### config.mk
export PLATFORM = sky130hd
export DESIGN_NAME = l1_refill_engine
export DESIGN_NICKNAME = d
export VERILOG_FILES = /design/src/rtl/l1_refill_engine.sv
export SDC_FILE = /design/constraint.sdc
export NUM_CORES = 1
export LEC_CHECK = 0
export BUFFER_PORTS_ARGS = -buffer_cell sky130_fd_sc_hd__buf_2
export CORE_MARGIN = 10
export CORE_UTILIZATION = 40
export DETAILED_ROUTE_END_ITERATION = 8
export PLACE_DENSITY = 0.66
export SYNTH_ARGS = -nofsm -noshare
export SYNTH_HDL_FRONTEND = slang
export SYNTH_SLANG_ARGS = --single-unit
### constraint.sdc
create_clock -name CLK -period 4.2 [get_ports CLK]
set_clock_uncertainty 0.15 [all_clocks]
set_input_delay 0 -clock CLK [delete_from_list [all_inputs] [get_ports CLK]]
set_output_delay 0 -clock CLK [all_outputs]
set_load 0.01 [all_outputs]
### src/rtl/l1_refill_engine.sv
// L1 refill engine: turns one cache load miss into an 8-word burst line fetch, or one store
// into a single-word memory write. A watchdog aborts any transaction that stops making progress.
module l1_refill_engine #(
    parameter int unsigned BURST_WORDS    = 8,
    parameter int unsigned TIMEOUT_CYCLES = 1024
) (
    input  logic                        CLK,
    input  logic                        RST_N,
    input  logic                        REQ_VALID,
    input  logic                        REQ_WRITE,
    input  logic [31:0]                 REQ_ADDR,
    input  logic [31:0]                 REQ_WDATA,
    output logic                        BUSY,
    output logic                        LINE_VALID,
    output logic [32*BURST_WORDS-1:0]   LINE_DATA,
    output logic [31:0]                 LINE_ADDR,
    output logic                        WR_DONE,
    output logic                        ERR,
    output logic                        MEM_VALID,
    output logic                        MEM_LOAD,
    output logic                        MEM_STORE,
    input  logic                        MEM_READY,
    output logic [31:0]                 MEM_WDATA,
    input  logic [31:0]                 MEM_RDATA,
    output logic                        MEM_ACK_ADDR,
    input  logic [3:0]                  MEM_ACK_DATA_MEM,
    output logic [3:0]                  MEM_ACK_DATA_L1
);

    localparam int unsigned CntW = (TIMEOUT_CYCLES > 2) ? $clog2(TIMEOUT_CYCLES) : 1;
    localparam int unsigned IdxW = $clog2(BURST_WORDS);
    localparam logic [CntW-1:0] CntMax = CntW'(TIMEOUT_CYCLES - 1);
    localparam logic [3:0] LastIdx = 4'(BURST_WORDS - 1);
    localparam logic [3:0] NoIdx = 4'hF;

    typedef enum logic [2:0] {StIdle, StCmd, StAddr, StBurst, StSdata, StDone} state_e;

    state_e                         state_q;
    logic [31:0]                    addr_q;
    logic [31:0]                    wdata_q;
    logic                           write_q;
    logic [BURST_WORDS-1:0][31:0]   line_q;
    logic [CntW-1:0]                wd_cnt_q;

    logic                           burst_hit;
    logic                           progress;
    logic                           wd_expire;

    // Progress detection per state; any progress clears the watchdog and suppresses the abort.
    always_comb begin
        burst_hit = (MEM_ACK_DATA_MEM == MEM_ACK_DATA_L1 + 4'd1) &&
                    (MEM_ACK_DATA_MEM <= LastIdx);
        progress  = 1'b0;
        case (state_q)
            StCmd:   progress = MEM_READY;
            StAddr:  progress = (MEM_ACK_DATA_MEM == 4'd0);
            StBurst: progress = burst_hit;
            StSdata: progress = !MEM_READY;
            StDone:  progress = 1'b1;
            default: progress = 1'b0;
        endcase
        wd_expire = (state_q != StIdle) && !progress && (wd_cnt_q == CntMax);
    end

    // Transaction FSM with registered outputs, line buffer and watchdog.
    always_ff @(posedge CLK or negedge RST_N) begin
        if (!RST_N) begin
            state_q         <= StIdle;
            addr_q          <= '0;
            wdata_q         <= '0;
            write_q         <= 1'b0;
            line_q          <= '0;
            wd_cnt_q        <= '0;
            BUSY            <= 1'b0;
            LINE_VALID      <= 1'b0;
            LINE_DATA       <= '0;
            LINE_ADDR       <= '0;
            WR_DONE         <= 1'b0;
            ERR             <= 1'b0;
            MEM_VALID       <= 1'b0;
            MEM_LOAD        <= 1'b0;
            MEM_STORE       <= 1'b0;
            MEM_WDATA       <= '0;
            MEM_ACK_ADDR    <= 1'b0;
            MEM_ACK_DATA_L1 <= NoIdx;
        end else begin
            LINE_VALID <= 1'b0;
            WR_DONE    <= 1'b0;
            ERR        <= 1'b0;
            if (state_q != StIdle) begin
                wd_cnt_q <= progress ? '0 : wd_cnt_q + CntW'(1);
            end
            case (state_q)
                StIdle: begin
                    if (REQ_VALID) begin
                        addr_q    <= REQ_WRITE ? REQ_ADDR : {REQ_ADDR[31:5], 5'b0};
                        wdata_q   <= REQ_WDATA;
                        write_q   <= REQ_WRITE;
                        line_q    <= '0;
                        wd_cnt_q  <= '0;
                        BUSY      <= 1'b1;
                        MEM_VALID <= 1'b1;
                        MEM_LOAD  <= !REQ_WRITE;
                        MEM_STORE <= REQ_WRITE;
                        state_q   <= StCmd;
                    end
                end
                StCmd: begin
                    if (MEM_READY) begin
                        MEM_WDATA    <= addr_q;
                        MEM_ACK_ADDR <= 1'b1;
                        state_q      <= StAddr;
                    end
                end
                StAddr: begin
                    if (MEM_ACK_DATA_MEM == 4'd0) begin
                        MEM_ACK_ADDR    <= 1'b0;
                        MEM_ACK_DATA_L1 <= 4'd0;
                        if (write_q) begin
                            MEM_WDATA <= wdata_q;
                            state_q   <= StSdata;
                        end else begin
                            line_q[0] <= MEM_RDATA;
                            state_q   <= StBurst;
                        end
                    end
                end
                StBurst: begin
                    // Only the next index in sequence is taken; repeats and skips are ignored.
                    if (burst_hit) begin
                        line_q[MEM_ACK_DATA_MEM[IdxW-1:0]] <= MEM_RDATA;
                        MEM_ACK_DATA_L1                    <= MEM_ACK_DATA_MEM;
                        if (MEM_ACK_DATA_MEM == LastIdx) begin
                            state_q <= StDone;
                        end
                    end
                end
                StSdata: begin
                    if (!MEM_READY) begin
                        state_q <= StDone;
                    end
                end
                StDone: begin
                    MEM_VALID       <= 1'b0;
                    MEM_LOAD        <= 1'b0;
                    MEM_STORE       <= 1'b0;
                    MEM_WDATA       <= '0;
                    MEM_ACK_DATA_L1 <= NoIdx;
                    BUSY            <= 1'b0;
                    if (write_q) begin
                        WR_DONE <= 1'b1;
                    end else begin
                        LINE_VALID <= 1'b1;
                        LINE_DATA  <= line_q;
                        LINE_ADDR  <= addr_q;
                    end
                    state_q <= StIdle;
                end
                default: state_q <= StIdle;
            endcase
            // Watchdog abort overrides whatever the state above decided.
            if (wd_expire) begin
                ERR             <= 1'b1;
                BUSY            <= 1'b0;
                MEM_VALID       <= 1'b0;
                MEM_LOAD        <= 1'b0;
                MEM_STORE       <= 1'b0;
                MEM_WDATA       <= '0;
                MEM_ACK_ADDR    <= 1'b0;
                MEM_ACK_DATA_L1 <= NoIdx;
                state_q         <= StIdle;
            end
        end
    end

endmodule
==> run metrics, run 1 <==
status=finished, final reports clean; WHS Path Cells=3; largest net degree at the start of global routing=119; CTS buffer count=72; max_slew headroom=0.149; Crit Reg-Reg Endpoint=line_q[100]$_DFFE_PN0P_; yosys warns=0; Synth Cell Area=25500 µm²; setup TNS=0 ns; largest buffer count on any clock path=3; Seq pwr share=0.454; Switching Share=0.321; Tightest Pin Transition=1.27 ns; GR Util All Layers=0.207; TritonCTS clock tree=yes; CP startpoint kind=flop; DIE HEIGHT=272 µm; final non-filler cell area=32900 µm²; Slew Viols, Final=0; sequential share of the synthesized area=0.653; Post-synth EDFFs=0; initial antenna violation count=7; Starting Density=0.404; P_leak=16.6 nW; Die W=272 µm; FF-to-FF path depth=8; share of layout cells above drive strength 1=0.378; syn_nets=1935; CP Data Arrival Time=3.69 ns; flop2flop setup slack=0.81 ns; RSZ-0062 raised after global routing=no; worst min path class=in -> reg; Final setup viols=0; total of max-cap violations=0; Syn Area/Cell=13.9 µm²; CP max stage delay=0.59 ns; Filler cells=5274; WL/cell=23.4 µm; gpl congestion=0.837; Layout area overhead=29.3%; IO buf count=436; Critical-path top delay cell=dfstp_2; Sequential Area=16600 µm²; internal power=13.7 mW; R2R Path Start=MEM_ACK_DATA_L1[0]$_DFFE_PN1P_; first-pass GRT wire length=121000 µm; Max FO, Critical Path=22; CTS root buf=clkbuf_16; Worst setup EP type=flop; Detailed Route Iter0 Violations=1344; most frequent cell on the critical path=buf_4; Initial DRT Pass Iterations=6; CP Class=reg -> reg; Post-DP Area=28700 µm²; Final ANT Viol Nets=0; cell taking the most area after synthesis=dfrtp_1; Max VDD drop=0.000359 V; ys async rst share=1.00; Main synth FF type=dfrtp_1; hold path start=MEM_RDATA[2]; combinational power share=0.224; CTS sink count=665; Detail Placement HPWL=49800 µm; Die ar.=74200 µm²; Overflow after GRT=0; total length of routed wires=77900 µm; Yosys cell types=56; Synth top area share=0.649; Fin. Hold Viols=0; CP cell instances=ha_1 > xor2_1 > or3_1 > a211oi_2 > buf_4 > o21ai_4 > buf_4 > o2bb2ai_2; period utilisation layout=0.807; io pins=437; clock slew seen by the registers of the worst setup and hold paths=0.06 ns; Fmax=295 MHz; core outline area=63100 µm²; Seq cells post-synth=665; via/cell ratio=5.41; CP required=4.50 ns; H-tree levels=3; Pwr per Cell Area=612 nW/µm²; DRC violations left=0; Switch Pwr=6.46 mW; area of the multi-input gates=8400 µm²; top post-synthesis cells by area=dfrtp_1 65%, mux2_2 13%, o2bb2ai_1 6.7%; vias=18000; row count=92; post-route minimum period=3.39 ns; Power, Total=20.1 mW; Min-Delay Endpoint=line_q[2]$_DFFE_PN0P_; cells after synthesis=1828; Clk pwr share=0.322; vias in the first global route=19600; nets=2529; clk_lat worst skew=0.62 ns
-- cells in the mapped netlist, types with 4 or more instances --
cell type,instances
buf_1,13
nor2_1,22
dfstp_2,4
a21oi_1,7
or4_1,5
o2bb2ai_2,30
and3_1,4
a22o_1,32
nor2b_1,37
a211o_1,7
mux2_2,288
nand2_1,237
o21ai_0,17
buf_6,7
nor3_1,38
or3_1,5
buf_2,60
a31oi_1,11
a221oi_1,33
o2bb2ai_1,195
dfrtp_1,661
clkbuf_1,51
-- repair_timing --
action / in CTS / in global routing
endpoints found under the hold margin: 468 / 0
gates resized for setup: 0 / 0
hold buffers: 180 / 0
buffers inserted: 0 / 0
-- through the flow --
step,hold WS (ns),instances,worst slack [ns],utilization
global route,0.0277,3324,0.561,0.522
finish,0.0343,3326,0.810,0.522
CTS,0.000428,3320,0.813,0.522
detailed placement,0.00859,3014,0.861,0.455
global placement,-0.00301,3014,0.901,0.455
floorplan,-0.446,1828,1.48,-
-- critical path: cells and delay by family (launching register included) --
kind            cells  cell delay, ns
flops               1            0.59
xor+xnor            1            0.15
simple gates        1            0.50
buf+inv             2            0.69
fa+ha+maj           1            0.28
compound gates      3            0.83
-- sequential cells by signal (all words and copies together), names as in the netlist, 3 cells and up --
register,count
state_q,3
LINE_DATA,256
addr_q,32
MEM_WDATA,32
line_q,256
wd_cnt_q,10
LINE_ADDR,32
wdata_q,32
MEM_ACK_DATA_L1,4
-- kinds of logic after synthesis --
| logic type | synth area share |
|---|---|
| adders and majority gates | 0.000982 |
| and+or+nand+nor | 0.0655 |
| DFF | 0.653 |
| AOI/OAI and AO/OA | 0.125 |
| muxes | 0.128 |
| buffers and inverters | 0.0253 |
| xor gates and xnor gates | 0.00172 |
-- power groups by stage --
stage / Combinational (mW) / Sequential [mW] / Clock [mW]
finish: 4.51 / 9.15 / 6.48
global route: 4.92 / 9.33 / 6.89
global placement: 4.24 / 9.16 / 0
CTS: 4.54 / 9.11 / 6.62
detailed placement: 4.38 / 9.18 / 0
floorplan: 2.62 / 8.95 / 0
-- worst max path at each step --
stage	from	end	slack (ns)
2_1_floorplan	MEM_ACK_DATA_L1[0]$_DFFE_PN1P_	line_q[225]$_DFFE_PN0P_	1.48
3_3_place_gp	MEM_ACK_DATA_L1[0]$_DFFE_PN1P_	line_q[127]$_DFFE_PN0P_	0.90
3_5_place_dp	MEM_ACK_DATA_L1[0]$_DFFE_PN1P_	line_q[101]$_DFFE_PN0P_	0.86
4_1_cts	MEM_ACK_DATA_L1[0]$_DFFE_PN1P_	line_q[100]$_DFFE_PN0P_	0.81
5_1_grt	MEM_ACK_DATA_L1[0]$_DFFE_PN1P_	line_q[101]$_DFFE_PN0P_	0.56
6_report	MEM_ACK_DATA_L1[0]$_DFFE_PN1P_	line_q[100]$_DFFE_PN0P_	0.81
-- placed cells by master (no fill, tap or decap), types with 9 or more instances in the layout --
master / synthesis / routed
dfrtp_1: 661 / 661
buf_2: 60 / 435
mux2_2: 288 / 288
nand2_1: 237 / 237
o2bb2ai_1: 195 / 195
dlygate4sd3_1: 0 / 179
clkbuf_16: 0 / 72
nor3_1: 38 / 38
nor2b_1: 37 / 36
a221oi_1: 33 / 33
a22o_1: 32 / 32
o2bb2ai_2: 30 / 30
buf_4: 2 / 29
o21ai_0: 17 / 17
clkbuf_1: 51 / 16
nor2_1: 22 / 15
clkinv_2: 0 / 11
clkbuf_8: 0 / 11
buf_12: 0 / 9
-- layout make-up --
class | count | area share
flip-flops and latches | 665 | 0.505
inverters | 3 | 0.000342
clock inverters | 27 | 0.0127
diodes | 6 | 0.000456
well taps | 846 | 0.0321
repair buffers | 653 | 0.133
clock buffers | 99 | 0.0611
multi-input cells | 1027 | 0.255
-- routing by layer --
| metal | global-route usage | vias to the layer above | wire (µm) |
|---|---|---|---|
| met5 | 0 | - | 12 |
| met4 | 0.0832 | 2 | 2510 |
| met3 | 0.0414 | 141 | 4790 |
| met2 | 0.342 | 668 | 37800 |
| met1 | 0.265 | 9346 | 32800 |
| li1 | - | 7832 | - |
Note: power is estimated with default switching activity, not from simulation.
==> run 2, diff against run 1 <==
==> constraint.sdc (replaced) <==
create_clock -name CLK -period 3.4 [get_ports CLK]
set_clock_uncertainty 0.15 [all_clocks]
set_input_delay 0 -clock CLK [delete_from_list [all_inputs] [get_ports CLK]]
set_output_delay 0 -clock CLK [all_outputs]
set_load 0.01 [all_outputs]
==> run 2 against run 1 <==
  * Via count grew 0.38%
  * Critical path depth is the same
  * Sequential share of layout area shrank 0.18 points
  * Hold slack gained 0.013 ns
  * Final cell count grew 0.24%
  * Power grew 24%
  * Routed wire length grew 0.86%
==> run metrics, run 2 (synthesis results as in run 1) <==
CP required=3.67 ns (-0.83 ns); nets=2534 (+0.20%); Seq pwr share=0.451 (-0.003); Min-Delay Endpoint=addr_q[14]$_DFFE_PN0P_; Max FO, Critical Path=32 (+45%); internal power=17.1 mW (+25%); WL/cell=23.6 µm (+0.62%); initial antenna violation count=6 (-1); status=finished, final reports clean; Final setup viols=0 (unchanged); Layout area overhead=29.8%; area of the multi-input gates=8400 µm² (about the same); largest buffer count on any clock path=3 (unchanged); combinational power share=0.225 (about the same); CP Class=reg -> reg; CP Data Arrival Time=3.33 ns (-0.36 ns); row count=92 (unchanged); largest net degree at the start of global routing=120 (+0.84%); commonest non-fill, non-tap cell in the layout=dfrtp_1; GR Util All Layers=0.209 (+0.00188); Clk pwr share=0.323 (about the same); TritonCTS clock tree=yes; total of max-cap violations=0 (unchanged); Post-DP Area=28900 µm² (+0.57%); Initial DRT Pass Iterations=7 (+1); Slew Viols, Final=0 (unchanged); Pwr per Cell Area=757 nW/µm² (+24%); RSZ-0062 raised after global routing=no; Switch Pwr=7.92 mW (+23%); CP startpoint kind=flop; P_leak=16.7 nW (+0.58%); Worst setup EP type=flop; Filler cells=5259 (-0.28%); Starting Density=0.404 (unchanged); Post-CTS Setup Bufs=0 (unchanged); gpl congestion=0.823 (-1.7%); Fmax=327 MHz (+11%); total length of routed wires=78600 µm (+0.86%); H-tree levels=3 (unchanged); Switching Share=0.316 (-0.00415); Detail Placement HPWL=51100 µm (+2.6%); share of layout cells above drive strength 1=0.386 (+0.00789); Power, Total=25.0 mW (+24%); max_slew headroom=0.121 (-0.0281); Final ANT Viol Nets=0 (unchanged); first-pass GRT wire length=121000 µm (+0.43%); final non-filler cell area=33100 µm² (+0.36%); final non-filler cell total=3334 (+0.24%); hold path start=REQ_ADDR[14]; IO buf count=436 (unchanged); Crit Reg-Reg Endpoint=line_q[149]$_DFFE_PN0P_; clock slew seen by the registers of the worst setup and hold paths=0.06 ns (about the same); Sequential Area=16600 µm² (unchanged); flop2flop setup slack=0.34 ns (-0.47 ns); post-route minimum period=3.06 ns (-0.331 ns); Tightest Pin Transition=1.32 ns (+0.0452 ns); clk_lat worst skew=0.60 ns (-0.02 ns); vias=18100 (+0.38%); period utilisation layout=0.900 (+0.0925); largest registers=LINE_DATA x256, line_q x256; via/cell ratio=5.42 (+0.14%); Max VDD drop=0.000443 V (+23%); R2R Path Start=MEM_ACK_DATA_L1[0]$_DFFE_PN1P_; Die W=272 µm (unchanged); Overflow after GRT=0 (unchanged); WHS Path Cells=4 (+1); CTS sink count=665 (unchanged); cell count after placement=3029 (+0.50%); Detailed Route Iter0 Violations=1422 (+5.8%); vias in the first global route=19300 (-1.6%); Fin. Hold Viols=0 (unchanged); setup TNS=0 ns (unchanged); final core utilization=0.524 (+0.00189); DIE HEIGHT=272 µm (unchanged); DRC violations left=0 (unchanged); worst min path class=in -> reg; CTS root buf=clkbuf_16; core outline area=63100 µm² (unchanged); CTS buffer count=70 (-2.8%); io pins=437 (unchanged); Die ar.=74200 µm² (unchanged); FF-to-FF path depth=8 (unchanged); most frequent cells in the layout=661 x dfrtp_1, 435 x buf_2, 288 x mux2_2
run 2: changes by cell type in the layout (fill, tap and decap cells not counted), sizes merged:
| cell | previous run | this run |
|---|---|---|
| clkinv | 18 | 20 |
| clkinvlp | 1 | 0 |
| buf | 474 | 489 |
| dlygate4sd3 | 179 | 171 |
| inv | 4 | 5 |
| diode | 6 | 5 |
| bufinv | 7 | 8 |
| clkbuf | 99 | 98 |
run 2: repair_timing:
action,4_1_cts,5_1_grt
hold buffers,172,0
hold endpoints to repair,774,0
setup endpoints to repair,0,8
gates resized for setup,0,1
run 2: routing by layer:
layer	vias up	GRT usage	wire length [µm]
li1	7839	-	-
met1	9418	0.263	32000
met2	660	0.350	39100
met3	138	0.0455	5050
met4	2	0.0766	2380
met5	-	0	13
run 2: how the worst max path moves through the flow:
stage / from / to / slack (ns)
after detailed placement: MEM_ACK_DATA_L1[0]$_DFFE_PN1P_ / line_q[178]$_DFFE_PN0P_ / 0.21
after global placement: MEM_ACK_DATA_L1[0]$_DFFE_PN1P_ / line_q[165]$_DFFE_PN0P_ / 0.13
after CTS: MEM_ACK_DATA_L1[0]$_DFFE_PN1P_ / line_q[178]$_DFFE_PN0P_ / 0.20
final: MEM_ACK_DATA_L1[0]$_DFFE_PN1P_ / line_q[149]$_DFFE_PN0P_ / 0.34
after global routing: MEM_ACK_DATA_L1[0]$_DFFE_PN1P_ / line_q[149]$_DFFE_PN0P_ / 0.19
after floorplan: MEM_ACK_DATA_L1[0]$_DFFE_PN1P_ / line_q[225]$_DFFE_PN0P_ / 0.68
run 2: final cells by class:
class                           instances  area share
Clock buffer                           98      0.0623
Sequential cell                       665       0.503
Tap cell                              846      0.0320
Inverter                                3    0.000341
Antenna cell                            5    0.000378
Timing Repair Buffer                  660       0.135
Multi-Input combinational cell       1027       0.254
Clock inverter                         30      0.0122
run 2: critical path: stages, from the launching register on:
cell and delay (ns):
dfstp_2 0.58, ha_1 0.28, xor2_1 0.13, or3_1 0.13
buf_4 0.17, a2111oi_0 0.08, buf_4 0.17, a31oi_4 0.96
o2bb2ai_1 0.23
run 2: power groups by stage:
stage,Clock (mW),Sequential [mW],Combinational (mW)
global placement,0,11.3,5.32
floorplan,0,11.1,3.23
finish,8.08,11.3,5.64
detailed placement,0,11.4,5.49
CTS,8.26,11.3,5.67
global route,8.59,11.5,6.13
run 2: metrics by stage:
stage,setup WS [ns],hold slack (ns)
after floorplan,0.676,-0.446
after global placement,0.133,-0.0918
after detailed placement,0.207,-0.0798
after CTS,0.201,0.000753
after global routing,0.189,0.0298
final,0.341,0.0470
